===== src/rtl/cache_ram_ctrl_pkg.sv =====
// Shared types and helpers for the cache RAM controller: FSM state, write requester id,
// and a constant-friendly ceil(log2) used to size address fields.
package cache_ram_pkg;

  typedef enum logic {
    CLEAR,
    RUN
  } state_e;

  typedef enum logic {
    REQ_A,
    REQ_B
  } req_id_e;

  // Returns at least 1 so a single-entry array still gets a one-bit address.
  function automatic int unsigned clog2(input int unsigned value);
    int unsigned result;
    int unsigned v;
    result = 0;
    v = (value > 0) ? value - 1 : 0;
    while (v > 0) begin
      result = result + 1;
      v = v >> 1;
    end
    return (result == 0) ? 1 : result;
  endfunction

endpackage


===== src/rtl/cache_ram_ctrl_if.sv =====
// Bundle of cache-side requests and RAM-side pins around cache_ram_ctrl.
// master = cache logic plus RAM macro, slave = the controller itself.
interface cache_ram_ctrl_if #(
  parameter int unsigned WIDTH = 32,
  parameter int unsigned DEPTH = 1024
);
  import cache_ram_pkg::*;

  localparam int unsigned AW   = clog2(DEPTH);
  localparam int unsigned BE_W = (WIDTH + 7) / 8;

  logic             flush_req;
  logic             busy;

  logic             wa_valid;
  logic             wa_ready;
  logic [AW-1:0]    wa_addr;
  logic [WIDTH-1:0] wa_data;
  logic [BE_W-1:0]  wa_be;

  logic             wb_valid;
  logic             wb_ready;
  logic [AW-1:0]    wb_addr;
  logic [WIDTH-1:0] wb_data;
  logic [BE_W-1:0]  wb_be;

  logic             rd_req;
  logic [AW-1:0]    rd_addr;
  logic             rd_gnt;
  logic             rd_data_valid;
  logic [WIDTH-1:0] rd_data;

  logic [AW-1:0]    ram_waddr;
  logic [WIDTH-1:0] ram_wdata;
  logic             ram_we;
  logic [BE_W-1:0]  ram_wbe;
  logic [AW-1:0]    ram_raddr;
  logic [WIDTH-1:0] ram_rdata;

  modport master (
    output flush_req,
    input  busy,
    output wa_valid, wa_addr, wa_data, wa_be,
    input  wa_ready,
    output wb_valid, wb_addr, wb_data, wb_be,
    input  wb_ready,
    output rd_req, rd_addr,
    input  rd_gnt, rd_data_valid, rd_data,
    input  ram_waddr, ram_wdata, ram_we, ram_wbe, ram_raddr,
    output ram_rdata
  );

  modport slave (
    input  flush_req,
    output busy,
    input  wa_valid, wa_addr, wa_data, wa_be,
    output wa_ready,
    input  wb_valid, wb_addr, wb_data, wb_be,
    output wb_ready,
    input  rd_req, rd_addr,
    output rd_gnt, rd_data_valid, rd_data,
    output ram_waddr, ram_wdata, ram_we, ram_wbe, ram_raddr,
    input  ram_rdata
  );

endinterface


===== src/rtl/cache_ram_ctrl_bypass_merge.sv =====
// Byte-wise overlay of the previous cycle's write data onto the RAM read data when the
// registered write and read addresses matched.
module ram_bypass_merge #(
  parameter int unsigned WIDTH = 32,
  parameter int unsigned BE_W  = (WIDTH + 7) / 8
) (
  input  logic             i_hit,
  input  logic [WIDTH-1:0] i_wdata,
  input  logic [BE_W-1:0]  i_wbe,
  input  logic [WIDTH-1:0] i_rdata,
  output logic [WIDTH-1:0] o_data
);

  for (genvar g = 0; g < WIDTH; g++) begin : g_bit
    assign o_data[g] = (i_hit && i_wbe[g / 8]) ? i_wdata[g] : i_rdata[g];
  end

endmodule


===== src/rtl/cache_ram_ctrl.sv =====
// Cache dual-port RAM owner: clear sweep after reset/flush, round-robin write arbitration
// between refill (A) and store (B), one-cycle reads. Define CACHE_RAM_BYPASS_EN for
// same-cycle read-after-write forwarding.
module cache_ram_ctrl
  import cache_ram_pkg::*;
#(
  parameter int unsigned WIDTH = 32,
  parameter int unsigned DEPTH = 1024
) (
  input  logic            clk,
  input  logic            rst,
  cache_ram_ctrl_if.slave bus
);

  localparam int unsigned AW = clog2(DEPTH);

  state_e        r_state;
  state_e        w_state_next;
  logic [AW-1:0] r_clr_cnt;
  req_id_e       r_last_grant;
  logic          r_rd_valid;

  logic          w_run;
  logic          w_last_clear;
  logic          w_grant_a;
  logic          w_grant_b;
  logic          w_rd_gnt;

  assign w_run        = (r_state == RUN);
  assign w_last_clear = (r_clr_cnt == AW'(DEPTH - 1));

  // The idle requester wins a tie; a lone requester always wins.
  assign w_grant_a = w_run && bus.wa_valid && (!bus.wb_valid || (r_last_grant == REQ_B));
  assign w_grant_b = w_run && bus.wb_valid && (!bus.wa_valid || (r_last_grant == REQ_A));
  assign w_rd_gnt  = w_run && bus.rd_req;

  always_ff @(posedge clk or posedge rst) begin
    if (rst) begin
      r_state <= CLEAR;
    end else begin
      r_state <= w_state_next;
    end
  end

  always_comb begin
    w_state_next = r_state;
    unique case (r_state)
      CLEAR: if (w_last_clear) w_state_next = RUN;
      RUN:   if (bus.flush_req) w_state_next = CLEAR;
    endcase
  end

  always_comb begin
    bus.busy      = 1'b1;
    bus.wa_ready  = 1'b0;
    bus.wb_ready  = 1'b0;
    bus.rd_gnt    = 1'b0;
    bus.ram_we    = 1'b0;
    bus.ram_waddr = r_clr_cnt;
    bus.ram_wdata = '0;
    bus.ram_wbe   = '1;
    bus.ram_raddr = '0;
    unique case (r_state)
      CLEAR: begin
        bus.ram_we = 1'b1;
      end
      RUN: begin
        bus.busy      = 1'b0;
        bus.wa_ready  = w_grant_a;
        bus.wb_ready  = w_grant_b;
        bus.rd_gnt    = w_rd_gnt;
        bus.ram_raddr = bus.rd_addr;
        bus.ram_we    = w_grant_a || w_grant_b;
        if (w_grant_b) begin
          bus.ram_waddr = bus.wb_addr;
          bus.ram_wdata = bus.wb_data;
          bus.ram_wbe   = bus.wb_be;
        end else begin
          bus.ram_waddr = bus.wa_addr;
          bus.ram_wdata = bus.wa_data;
          bus.ram_wbe   = bus.wa_be;
        end
      end
    endcase
  end

  // Counter parks at 0 outside the sweep so a flush always restarts from the bottom.
  always_ff @(posedge clk or posedge rst) begin
    if (rst) begin
      r_clr_cnt    <= '0;
      r_last_grant <= REQ_B;
      r_rd_valid   <= 1'b0;
    end else begin
      if (!w_run && !w_last_clear) begin
        r_clr_cnt <= r_clr_cnt + AW'(1);
      end else begin
        r_clr_cnt <= '0;
      end
      if (w_grant_a) begin
        r_last_grant <= REQ_A;
      end else if (w_grant_b) begin
        r_last_grant <= REQ_B;
      end
      r_rd_valid <= w_rd_gnt;
    end
  end

  assign bus.rd_data_valid = r_rd_valid;

`ifdef CACHE_RAM_BYPASS_EN
  localparam int unsigned BE_W = (WIDTH + 7) / 8;

  logic             r_byp_we;
  logic [AW-1:0]    r_byp_waddr;
  logic [AW-1:0]    r_byp_raddr;
  logic [WIDTH-1:0] r_byp_wdata;
  logic [BE_W-1:0]  r_byp_wbe;
  logic             w_byp_hit;
  logic [WIDTH-1:0] w_merged;

  always_ff @(posedge clk or posedge rst) begin
    if (rst) begin
      r_byp_we    <= 1'b0;
      r_byp_waddr <= '0;
      r_byp_raddr <= '0;
      r_byp_wdata <= '0;
      r_byp_wbe   <= '0;
    end else begin
      r_byp_we    <= w_run && bus.ram_we;
      r_byp_waddr <= bus.ram_waddr;
      r_byp_raddr <= bus.rd_addr;
      r_byp_wdata <= bus.ram_wdata;
      r_byp_wbe   <= bus.ram_wbe;
    end
  end

  assign w_byp_hit = r_byp_we && (r_byp_waddr == r_byp_raddr);

  ram_bypass_merge #(
    .WIDTH (WIDTH),
    .BE_W  (BE_W)
  ) u_bypass_merge (
    .i_hit   (w_byp_hit),
    .i_wdata (r_byp_wdata),
    .i_wbe   (r_byp_wbe),
    .i_rdata (bus.ram_rdata),
    .o_data  (w_merged)
  );

  assign bus.rd_data = r_rd_valid ? w_merged : '0;
`else
  assign bus.rd_data = r_rd_valid ? bus.ram_rdata : '0;
`endif

endmodule


===== src/flat_wrapper.sv =====
// flat-port wrapper written by rule: the top's interface ports become plain ports
module cache_ram_ctrl_flat import cache_ram_pkg::*;
#(
  parameter int unsigned WIDTH = 32,
  parameter int unsigned DEPTH = 1024
)
  (clk, rst, bus_flush_req, bus_busy, bus_wa_valid, bus_wa_addr, bus_wa_data, bus_wa_be, bus_wa_ready, bus_wb_valid, bus_wb_addr, bus_wb_data, bus_wb_be, bus_wb_ready, bus_rd_req, bus_rd_addr, bus_rd_gnt, bus_rd_data_valid, bus_rd_data, bus_ram_waddr, bus_ram_wdata, bus_ram_we, bus_ram_wbe, bus_ram_raddr, bus_ram_rdata);
  cache_ram_ctrl_if #(.WIDTH(WIDTH), .DEPTH(DEPTH)) bus_i ();
  input  logic clk;
  input  logic rst;
  input wire logic [$bits(bus_i.flush_req)-1:0] bus_flush_req;
  output wire logic [$bits(bus_i.busy)-1:0] bus_busy;
  input wire logic [$bits(bus_i.wa_valid)-1:0] bus_wa_valid;
  input wire logic [$bits(bus_i.wa_addr)-1:0] bus_wa_addr;
  input wire logic [$bits(bus_i.wa_data)-1:0] bus_wa_data;
  input wire logic [$bits(bus_i.wa_be)-1:0] bus_wa_be;
  output wire logic [$bits(bus_i.wa_ready)-1:0] bus_wa_ready;
  input wire logic [$bits(bus_i.wb_valid)-1:0] bus_wb_valid;
  input wire logic [$bits(bus_i.wb_addr)-1:0] bus_wb_addr;
  input wire logic [$bits(bus_i.wb_data)-1:0] bus_wb_data;
  input wire logic [$bits(bus_i.wb_be)-1:0] bus_wb_be;
  output wire logic [$bits(bus_i.wb_ready)-1:0] bus_wb_ready;
  input wire logic [$bits(bus_i.rd_req)-1:0] bus_rd_req;
  input wire logic [$bits(bus_i.rd_addr)-1:0] bus_rd_addr;
  output wire logic [$bits(bus_i.rd_gnt)-1:0] bus_rd_gnt;
  output wire logic [$bits(bus_i.rd_data_valid)-1:0] bus_rd_data_valid;
  output wire logic [$bits(bus_i.rd_data)-1:0] bus_rd_data;
  output wire logic [$bits(bus_i.ram_waddr)-1:0] bus_ram_waddr;
  output wire logic [$bits(bus_i.ram_wdata)-1:0] bus_ram_wdata;
  output wire logic [$bits(bus_i.ram_we)-1:0] bus_ram_we;
  output wire logic [$bits(bus_i.ram_wbe)-1:0] bus_ram_wbe;
  output wire logic [$bits(bus_i.ram_raddr)-1:0] bus_ram_raddr;
  input wire logic [$bits(bus_i.ram_rdata)-1:0] bus_ram_rdata;
  assign bus_i.flush_req = bus_flush_req;
  assign bus_busy = bus_i.busy;
  assign bus_i.wa_valid = bus_wa_valid;
  assign bus_i.wa_addr = bus_wa_addr;
  assign bus_i.wa_data = bus_wa_data;
  assign bus_i.wa_be = bus_wa_be;
  assign bus_wa_ready = bus_i.wa_ready;
  assign bus_i.wb_valid = bus_wb_valid;
  assign bus_i.wb_addr = bus_wb_addr;
  assign bus_i.wb_data = bus_wb_data;
  assign bus_i.wb_be = bus_wb_be;
  assign bus_wb_ready = bus_i.wb_ready;
  assign bus_i.rd_req = bus_rd_req;
  assign bus_i.rd_addr = bus_rd_addr;
  assign bus_rd_gnt = bus_i.rd_gnt;
  assign bus_rd_data_valid = bus_i.rd_data_valid;
  assign bus_rd_data = bus_i.rd_data;
  assign bus_ram_waddr = bus_i.ram_waddr;
  assign bus_ram_wdata = bus_i.ram_wdata;
  assign bus_ram_we = bus_i.ram_we;
  assign bus_ram_wbe = bus_i.ram_wbe;
  assign bus_ram_raddr = bus_i.ram_raddr;
  assign bus_i.ram_rdata = bus_ram_rdata;
  cache_ram_ctrl #(.WIDTH(WIDTH), .DEPTH(DEPTH)) u_core (.clk(clk), .rst(rst), .bus(bus_i));
endmodule

===== config.mk =====
export PLATFORM = sky130hd
export DESIGN_NAME = cache_ram_ctrl_flat
export DESIGN_NICKNAME = d
export VERILOG_FILES = /design/src/rtl/cache_ram_ctrl_pkg.sv /design/src/rtl/cache_ram_ctrl_if.sv /design/src/rtl/cache_ram_ctrl_bypass_merge.sv /design/src/rtl/cache_ram_ctrl.sv /design/src/flat_wrapper.sv
export SDC_FILE = /design/constraint.sdc
export NUM_CORES = 1
export LEC_CHECK = 0
export CAP_MARGIN = 10
export CORE_MARGIN = 10
export CORE_UTILIZATION = 25
export DETAILED_ROUTE_END_ITERATION = 10
export PLACE_DENSITY = 0.92
export SLEW_MARGIN = 25
export SYNTH_ARGS = -nofsm -noshare
export SYNTH_HDL_FRONTEND = slang
export SYNTH_SLANG_ARGS = --single-unit

===== constraint.sdc =====
create_clock -name clk -period 1.6 [get_ports clk]
set_input_delay 0.32 -clock clk [delete_from_list [all_inputs] [get_ports clk]]
set_output_delay 0.32 -clock clk [all_outputs]
set_load 0.05 [all_outputs]

==> results of run 1 <==
-- cell families after synthesis --
family | synth area share
fa+ha+maj | 0.00737
buf+inv | 0.0700
xor+xnor | 0.0155
flops | 0.192
compound gates | 0.221
simple gates | 0.494
-- repair_timing --
action | CTS
resized for setup | 89
cloned | 6
setup buffers | 8
pin swaps | 14
setup endpoints to repair | 60
-- metrics by stage --
step           hold slack (ns)  setup WS (ns)  TNS, ns   util  cells
4_1_cts                  0.450         -0.337   -16.55  0.953    607
3_5_place_dp             0.527         -0.659   -26.33  0.869    592
3_3_place_gp             0.479         -0.564   -23.34  0.869    592
2_1_floorplan            0.196        -0.0857   -0.749      -    282
-- per-layer routing --
metal  GRT overflow  global-route usage
met1              0               0.649
met2             49               0.841
met3              0               0.525
met4             30               0.718
met5              0                   0
==> flow_metrics.env, run 1 <==
export IMPL_failed_stage="global routing (5_1_grt)"
export IMPL_error_line="[ERROR GRT-0232] Routing congestion too high. Check the congestion heatmap in the GUI."
export IMPL_syn_area_sq_mm=0.00170
export IMPL_avgSynthCellArea_sq_um=6.02
export IMPL_overflow=79
export IMPL_synth_area_leader_cell="dfrtp_1"
export IMPL_start_util=0.263
export IMPL_cts_made_buffers=3
export IMPL_ctsHtreeMaxLevel=1
export IMPL_ios=234
export IMPL_synth_cell_types=26
export IMPL_cts_root_buf="clkbuf_8"
export IMPL_antenna_found_initial=2
export IMPL_synth_main_ff_cell="dfrtp_1"
export IMPL_synth_area_top_cells="dfrtp_1 (18%), and2_1 (17%), nand3_1 (16%)"
export IMPL_ys_top_cells_by_count="nand3_1 (54), o21ai_0 (50), and2_1 (45)"
export IMPL_die_h_um=102
export IMPL_place_area_sq_mm=0.00561
export IMPL_status="aborted with a tool error"
export IMPL_synthMostInstantiatedCell="nand3_1"
export IMPL_worst_endpoint_kind="primary output"
export IMPL_max_clock_path_buffers=2
export IMPL_cts_sinks=13
export IMPL_gp_congestion=0.959
export IMPL_async_reset_ff_frac=1.00
export IMPL_holdBufCountCts=0
export IMPL_synth_nets=423
export IMPL_yosysSeqAreaShare=0.192
export IMPL_synth_top_area_share=0.177
export IMPL_grt_max_degree=34
export IMPL_synth_edff_count=0
export IMPL_postGrtWorstEndpoint="bus_ram_waddr[7]"
export IMPL_ys_warn_count=0
export IMPL_port_buffers=233
export IMPL_dp_hpwl_um=12300
export IMPL_grt_use_total=0.668
export IMPL_syn_inst=282
export IMPL_ys_ff_latch=13
export IMPL_dieWidth_um=102
export IMPL_rows=29
==> inputs of run 2 (changes only) <==
Settings changed: PLACE_DENSITY 0.92 to not set, PLACE_DENSITY_LB_ADDON set to 0.15.
==> flow_metrics.env, run 2 <==
export IMPL_path_depth=6
export IMPL_fin_util=0.959
export IMPL_synth_area_leader_cell="dfrtp_1"
export IMPL_wl_um=21900
export IMPL_grt_max_degree=34
export IMPL_antenna_found_initial=2
export IMPL_ys_ff_latch=13
export IMPL_critical_path_buf_inv_count=3
export IMPL_cts_made_buffers=3
export IMPL_dr_pass1_iters=5
export IMPL_maxCapViolCount=0
export IMPL_hp_class="in -> async"
export IMPL_dp_hpwl_um=11800
export IMPL_route_detailed_drc=0
export IMPL_grt_pass1_wl_um=24400
export IMPL_grt_use_total=0.307
export IMPL_cts_tree="done"
export IMPL_peakVddDrop_v=0.000349
export IMPL_path_clk_slew_ns=0.06
export IMPL_r2r_end="u_core.r_clr_cnt[8]"
export IMPL_endpoint="bus_ram_wdata[20]"
export IMPL_rows=29
export IMPL_cts_sinks=13
export IMPL_synth_cell_types=26
export IMPL_cp_required_ns=1.28
export IMPL_worstSetupPathType="reg -> out"
export IMPL_largest_reg_flops=10
export IMPL_vias=3935
export IMPL_syn_inst=282
export IMPL_fin_crit_sh=1.32
export IMPL_instances_no_fill=609
export IMPL_cp_start_kind="register"
export IMPL_dieWidth_um=102
export IMPL_regToRegSetupSlack_ns=-0.16
export IMPL_overflow=0
export IMPL_drive_gt1_frac=0.494
export IMPL_p_leak_nw=2.29
export IMPL_cts_root_buf="clkbuf_8"
export IMPL_yosysSeqAreaShare=0.192
export IMPL_final_antenna_net_count=0
export IMPL_period_needed_ns=2.11
export IMPL_die_h_um=102
export IMPL_whs_ns=0.436
export IMPL_synth_nets=423
export IMPL_synth_main_ff_cell="dfrtp_1"
export IMPL_ctsHtreeMaxLevel=1
export IMPL_synth_edff_count=0
export IMPL_wl_per_cell_um=35.9
export IMPL_syn_area_sq_mm=0.00170
export IMPL_insertion_delay_ns=0.25
export IMPL_crit_family="flip-flops"
export IMPL_cp_cell_sequence="nand2_2, buf_12, buf_12, nand3_1, o21ai_4, buf_6"
export IMPL_worst_slack_ns=-0.507
export IMPL_ys_top_cells_by_count="nand3_1 (54), o21ai_0 (50), and2_1 (45)"
export IMPL_end_kind="output pin"
export IMPL_holdBufCountCts=0
export IMPL_die_area_sq_mm=0.0105
export IMPL_max_freq_ghz=0.475
export IMPL_gp_congestion=0.832
export IMPL_max_slew_margin_rel=0.623
export IMPL_reg2reg_depth=3
export IMPL_setup_viol=62
export IMPL_ios=234
export IMPL_final_cell_mix="clkdlybuf4s50_1 (137), buf_12 (86), nand2_1 (37)"
export IMPL_avgViaCountPerCell=6.46
export IMPL_crit_path_max_fanout=19
export IMPL_grt_pass1_vias=3779
export IMPL_max_flop_register="u_core.r_clr_cnt"
export IMPL_syn_to_final_growth_pct=265
export IMPL_avgSynthCellArea_sq_um=6.02
export IMPL_ys_warn_count=0
export IMPL_violations="setup timing"
export IMPL_coreArea_sq_mm=0.00646
export IMPL_fin_skew_ns=0.00396
export IMPL_async_reset_ff_frac=1.00
export IMPL_slew_violations=0
export IMPL_cp_arrival_ns=1.79
export IMPL_power_density_mw_per_mm2=468
export IMPL_rsz0062_at_grt="yes"
export IMPL_cpMostUsedCell="buf_12"
export IMPL_synth_top_area_share=0.177
export IMPL_cpPeakStageDelay_ns=0.60
export IMPL_final_hold_violation_count=0
export IMPL_first_iter_violations=381
export IMPL_nets=672
export IMPL_final_common_cell="clkdlybuf4s50_1"
export IMPL_synthMostInstantiatedCell="nand3_1"
export IMPL_rr_startpoint="u_core.r_clr_cnt[5]"
export IMPL_tightestPinTransition_ns=0.565
export IMPL_status="complete, but fails checks"
export IMPL_start_util=0.263
export IMPL_critical_path_slowest_cell="dfstp_2"
export IMPL_dp_cells=601
export IMPL_crit_start="u_core.r_last_grant"
export IMPL_port_buffers=233
export IMPL_synth_area_top_cells="dfrtp_1 (18%), and2_1 (17%), nand3_1 (16%)"
export IMPL_max_clock_path_buffers=2
## run 2: worst min-delay path by stage
stage	start	depth (start not counted)	end	slack, ns
finish	rst	2	u_core.r_clr_cnt[9]	0.44
global route	rst	2	u_core.r_clr_cnt[7]	0.47
global placement	u_core.r_clr_cnt[0]	1	u_core.r_clr_cnt[0]	0.47
CTS	rst	2	u_core.bus.rd_data_valid	0.42
detailed placement	u_core.r_clr_cnt[0]	1	u_core.r_clr_cnt[0]	0.49
floorplan	rst	1	u_core.bus.rd_data_valid	0.20
## run 2: logic make-up (layout without fill, tap and decap cells)
kind of cell / after synthesis / after routing / share of synthesized area
xor gates and xnor gates: 3 / 3 / 0.0155
DFF: 13 / 13 / 0.192
buffers and inverters: 30 / 277 / 0.0700
AOI/OAI and AO/OA: 70 / 70 / 0.221
and+or+nand+nor: 165 / 166 / 0.494
adders and majority gates: 1 / 1 / 0.00737
other: 0 / 2 / 0
## run 2: timing repair
| action | in CTS | in global routing |
|---|---|---|
| pin swaps | 3 | 5 |
| buffers inserted | 0 | 3 |
| gates resized for setup | 48 | 57 |
| cloned | 2 | 0 |
| endpoints found under the setup margin | 52 | 97 |
## run 2: stage by stage
| stage | setup TNS, ns | area [sq um] | power, mW | worst slack [ns] |
|---|---|---|---|---|
| after detailed placement | -25.38 | 5690 | 2.22 | -0.617 |
| after global routing | -22.66 | 6190 | 2.94 | -0.514 |
| after CTS | -13.86 | 5950 | 2.56 | -0.316 |
| after global placement | -23.69 | 5690 | 2.16 | -0.557 |
| after floorplan | -0.749 | 2380 | 1.28 | -0.0857 |
| final | -21.58 | 6190 | 2.90 | -0.507 |
## run 2: layout make-up
cell class / count / area [sq um]
inverter: 5 / 18.8
multi-input combinational: 240 / 2090
antenna: 2 / 5.00
fill: 135 / 268
tap: 77 / 96.3
clock buffer: 4 / 45.0
timing repair buffer: 268 / 3600
sequential: 13 / 329
## run 2: report_power, final
part	switching, mW	internal [mW]
Clock	0.130	0.177
Combinational	1.04	0.917
Sequential	0.217	0.421
Total	1.38	1.51
## run 2: layer usage
layer	vias up	wire length (um)	GRT usage
met3	169	2490	0.0958
met2	450	10700	0.566
met5	-	0	0
met1	1837	6470	0.293
met4	0	2210	0.185
li1	1479	-	-
Note: power is estimated with default switching activity, not from simulation.
==> inputs of run 3 (changes only) <==
Settings changed: SLEW_MARGIN 25 to 20.
==> results of run 3 <==
No change in the layout: final DEF, timing and power equal those of run 2.
==> inputs of run 4 (changes only) <==
Settings changed: CORE_AREA set to 2 2 91 93, CORE_MARGIN 10 to not set, CORE_UTILIZATION 25 to not set, DIE_AREA set to 0 0 93 95, MAX_ROUTING_LAYER set to met4.
==> flow_metrics.env, run 4 (same netlist as run 2, synthesis figures left out) <==
export IMPL_dr_pass1_iters=5
export IMPL_slew_violations=0
export IMPL_power_frac_seq=0.210
export IMPL_tightestPinTransition_ns=0.535
export IMPL_path_clk_slew_ns=0.07
export IMPL_end_kind="output pin"
export IMPL_p_sw_frac=0.435
export IMPL_period_needed_ns=1.99
export IMPL_die_h_um=95
export IMPL_crit_path_max_fanout=7
export IMPL_overflow=0
export IMPL_rr_startpoint="u_core.r_state"
export IMPL_status="complete, but fails checks"
export IMPL_final_common_cell="clkdlybuf4s50_1"
export IMPL_dp_cells=638
export IMPL_antenna_found_initial=0
export IMPL_rsz0062_at_grt="yes"
export IMPL_ctsHtreeMaxLevel=1
export IMPL_nets=706
export IMPL_cts_made_buffers=3
export IMPL_max_slew_margin_rel=0.643
export IMPL_critical_path_slowest_cell="dfstp_2"
export IMPL_first_iter_violations=171
export IMPL_grt_max_degree=34
export IMPL_cts_sinks=13
export IMPL_place_area_sq_mm=0.00564
export IMPL_wl_per_cell_um=20.5
export IMPL_r2r_end="u_core.r_clr_cnt[9]"
export IMPL_grt_pass1_vias=3521
export IMPL_p_int_mw=1.58
export IMPL_power_density_mw_per_mm2=409
export IMPL_p_leak_nw=2.51
export IMPL_regToRegSetupSlack_ns=0.01
export IMPL_reg2reg_depth=5
export IMPL_cp_start_kind="register"
export IMPL_fin_util=0.864
export IMPL_cts_root_buf="clkbuf_8"
export IMPL_peakVddDrop_v=0.000386
export IMPL_hp_class="in -> async"
export IMPL_worstSetupPathType="reg -> out"
export IMPL_max_freq_ghz=0.503
export IMPL_crit_family="flip-flops"
export IMPL_vias=3446
export IMPL_max_flop_register="u_core.r_clr_cnt"
export IMPL_gp_congestion=0.816
export IMPL_dieWidth_um=93
export IMPL_final_cell_mix="clkdlybuf4s50_1 (137), buf_12 (76), buf_6 (39)"
export IMPL_cp_arrival_ns=1.67
export IMPL_instances_no_fill=669
export IMPL_cp_cell_sequence="and2_4, nor2_4, buf_12, buf_8, o21ai_4, buf_8"
export IMPL_max_clock_path_buffers=2
export IMPL_holdBufCountCts=0
export IMPL_switchingPower_mw=1.22
export IMPL_rows=33
export IMPL_design_area_sq_mm=0.00685
export IMPL_worst_slack_ns=-0.387
export IMPL_regArea_sq_um=330
export IMPL_insertion_delay_ns=0.25
export IMPL_final_hold_violation_count=0
export IMPL_ios=234
export IMPL_setup_viol=60
export IMPL_fill_cells=380
export IMPL_final_antenna_net_count=0
export IMPL_wl_um=13700
export IMPL_grt_use_total=0.288
export IMPL_antenna_cells=0
export IMPL_p_comb_frac=0.670
export IMPL_crit_start="u_core.r_last_grant"
export IMPL_clkPwrFrac=0.119
export IMPL_syn_to_final_growth_pct=303
export IMPL_endpoint="bus_ram_wdata[11]"
export IMPL_drive_gt1_frac=0.564
export IMPL_route_detailed_drc=0
export IMPL_avgViaCountPerCell=5.15
export IMPL_violations="setup timing"
export IMPL_whs_ns=0.406
export IMPL_critical_path_buf_inv_count=3
export IMPL_port_buffers=233
export IMPL_start_util=0.214
export IMPL_cts_tree="done"
export IMPL_dp_hpwl_um=8680
export IMPL_fin_crit_sh=1.24
export IMPL_coreArea_sq_mm=0.00793
export IMPL_die_area_sq_mm=0.00884
export IMPL_cpPeakStageDelay_ns=0.57
export IMPL_cpMostUsedCell="buf_8"
export IMPL_maxCapViolCount=0
export IMPL_fin_skew_ns=0.00152
export IMPL_multi_input_area_sq_mm=0.00233
export IMPL_largest_reg_flops=10
export IMPL_cp_required_ns=1.28
export IMPL_grt_pass1_wl_um=19200
export IMPL_path_depth=6
run 4: cell types whose count changed in the layout (fill, tap and decap cells not counted), moves of 6 or more:
cell,before,now
o21ai_0,10,4
buf_6,8,39
clkbuf_16,0,6
buf_4,18,26
nand3_4,6,26
buf_12,86,76
nand3_1,24,3
run 4: worst register-to-register path, cell delays in order, from the launching register on:
cell      delay [ns]
dfrtp_4         0.53
buf_12          0.18
buf_12          0.14
nor2_4          0.09
or4b_4          0.47
o311ai_2        0.08
run 4: power groups by stage:
stage,Combinational [mW],Clock [mW],Sequential (mW)
2_1_floorplan,0.760,0,0.525
3_3_place_gp,1.59,0,0.551
3_5_place_dp,1.62,0,0.553
4_1_cts,1.75,0.309,0.553
5_1_grt,1.96,0.335,0.589
6_report,1.88,0.334,0.588
run 4: layer usage:
layer,routed length [um],vias up,track usage
li1,-,1548,-
met1,4530,1634,0.289
met3,988,54,0.0551
met2,7650,210,0.579
met4,564,0,0.0502
met5,0,-,-
run 4: area by class of cell:
cell class | instances | share of cell area
multi-input cells | 239 | 0.340
well taps | 105 | 0.0192
repair buffers | 303 | 0.583
clock buffers | 4 | 0.00658
flip-flops and latches | 13 | 0.0482
inverters | 5 | 0.00311
run 4: repair_timing:
action / CTS / global route
pin swaps: 15 / 11
endpoints found under the setup margin: 53 / 96
cloned: 5 / 5
gates resized for setup: 156 / 43
buffers inserted: 12 / 9
run 4: how the worst min path moves through the flow:
| stage | start | to | slack (ns) | depth (start not counted) |
|---|---|---|---|---|
| after global routing | rst | u_core.r_state | 0.51 | 2 |
| final | rst | u_core.bus.rd_data_valid | 0.41 | 2 |
| after global placement | u_core.r_clr_cnt[0] | u_core.r_clr_cnt[0] | 0.47 | 1 |
| after floorplan | rst | u_core.bus.rd_data_valid | 0.20 | 1 |
| after CTS | rst | u_core.bus.rd_data_valid | 0.44 | 2 |
| after detailed placement | u_core.r_clr_cnt[0] | u_core.r_clr_cnt[0] | 0.48 | 1 |
run 4: through the flow:
step                power (mW)  setup TNS [ns]  setup WS [ns]
floorplan                 1.28          -0.749        -0.0857
global placement          2.14          -20.87         -0.487
detailed placement        2.17          -21.20         -0.519
CTS                       2.61          -14.58         -0.329
global route              2.89          -18.89         -0.425
finish                    2.80          -17.15         -0.387
==> variant (config.mk and constraints of run 4) <==
`DEPTH` is set to 1024 in 3 places; all go to 512.
--- a/src/rtl/cache_ram_ctrl_if.sv
+++ b/src/rtl/cache_ram_ctrl_if.sv
@@ -3,5 +3,5 @@
 interface cache_ram_ctrl_if #(
   parameter int unsigned WIDTH = 32,
-  parameter int unsigned DEPTH = 1024
+  parameter int unsigned DEPTH = 512
 );
   import cache_ram_pkg::*;
--- a/src/rtl/cache_ram_ctrl.sv
+++ b/src/rtl/cache_ram_ctrl.sv
@@ -6,5 +6,5 @@
 #(
   parameter int unsigned WIDTH = 32,
-  parameter int unsigned DEPTH = 1024
+  parameter int unsigned DEPTH = 512
 ) (
   input  logic            clk,
--- a/src/flat_wrapper.sv
+++ b/src/flat_wrapper.sv
@@ -3,5 +3,5 @@
 #(
   parameter int unsigned WIDTH = 32,
-  parameter int unsigned DEPTH = 1024
+  parameter int unsigned DEPTH = 512
 )
   (clk, rst, bus_flush_req, bus_busy, bus_wa_valid, bus_wa_addr, bus_wa_data, bus_wa_be, bus_wa_ready, bus_wb_valid, bus_wb_addr, bus_wb_data, bus_wb_be, bus_wb_ready, bus_rd_req, bus_rd_addr, bus_rd_gnt, bus_rd_data_valid, bus_rd_data, bus_ram_waddr, bus_ram_wdata, bus_ram_we, bus_ram_wbe, bus_ram_raddr, bus_ram_rdata);
Interface: changed (5 resized); port bits go from 234 to 229. No check against the original RTL was run, so the function may have changed too.
==> variant against run 4 <==
The flow still finishes with violations (negative setup slack); sequential cell count down 1; clock skew down 0.00092 ns; routed wire length is 27% lower; total power grew 33%; worst setup slack better by 0.025 ns; synthesized area is 4.3% lower; die area unchanged; combinational power up 55%; core utilization shrank 12 points; design area fell by 14%; critical endpoint is now bus_ram_wdata[10]; largest cell class unchanged.
==> variant: results (changes against run 4) <==
Global routing
  • Routing usage on met3: 6.23% (+0.72 points)
  • Met1 Usage GRT: 21.5% (-7.3 points)
  • Gr usage total: 21.8% (-7.0 points)
  • First-pass GRT wire length: 14,700 microns (-23%)

CTS
  • Post-CTS setup buffer count: 1 (-11)
  • Clock sink count: 12 (-1)
  • Clk slew on worst S/H paths: 0.05 ns (-0.02 ns)

Power
  • Peak VDD IR: 0.375 mV (-2.9%)

Detailed routing
  • Met3 Wirelength: 963 microns (-2.5%)
  • DRT Wirelength: 10,000 microns (-27%)
  • DR WL met2: 5640 microns (-26%)
  • WL/cell: 16.1 microns (-22%)
  • WL met1: 3300 microns (-27%)

Final layout
  • FFs & Latches: 12 (-1)
  • Fraction of area in multi-input gates: 30.5% (-3.6 points)
  • Data buffer area share: 61.0% (+2.8 points)

Timing
  • Slew margin rel.: 70.6% (+6.4 points)
  • Final worst slack: -0.363 ns (+0.0245 ns)
  • Fin Setup TNS: -14.62 ns (+2.54 ns)
  • Final setup violation count: 47 (-22%)

Critical path
  • Worst-path fanout max: 14 (+7)
  • Worst R2R Setup Slack: 0.19 ns (+0.18 ns)
  • Worst Setup EP: bus_ram_wdata[10]
  • Worst R2R End: u_core.r_clr_cnt[5]

Yosys
  • Post-synth cell types: 23 (-12%)
  • Syn avg cell area: 6.06 sq um (+0.73%)
  • Seq/Total Area, Yosys: 18.6% (-0.68 points)

Outcome
  • Failing checks: negative setup slack
  • Status: finished with violations

Placement
  • Placed insts: 618 (-3.1%)
  • Cell Area, Placed: 0.00557 sq mm (-1.2%)
[variant: worst max-delay path: cells and delay by family (launching register included)]
| family | cells | cell delay, ns |
|---|---|---|
| flip-flops | 1 | 0.53 |
| buffers and inverters | 3 | 0.48 |
| AO/OA/AOI/OAI | 1 | 0.14 |
| AND/OR/NAND/NOR | 2 | 0.25 |
[variant: kinds of logic (layout without fill, tap and decap cells)]
| group | count (synthesis) | count (layout) | share of synthesized area [%] |
|---|---|---|---|
| and+or+nand+nor | 159 | 159 | 49.7 |
| AOI/OAI and AO/OA | 63 | 63 | 20.1 |
| buffers and inverters | 29 | 281 | 8.54 |
| DFF | 12 | 12 | 18.6 |
| xor gates and xnor gates | 3 | 3 | 1.62 |
| adders and majority gates | 2 | 2 | 1.54 |
[variant: per-stage QoR]
stage                     power [mW]  util, %  hold slack (ns)
after floorplan                 1.84        -            0.184
after global placement          3.17     70.2            0.530
after detailed placement        3.20     70.2            0.536
after CTS                       3.61     72.5            0.396
after global routing            3.91     74.2            0.434
final                           3.72     74.2            0.381
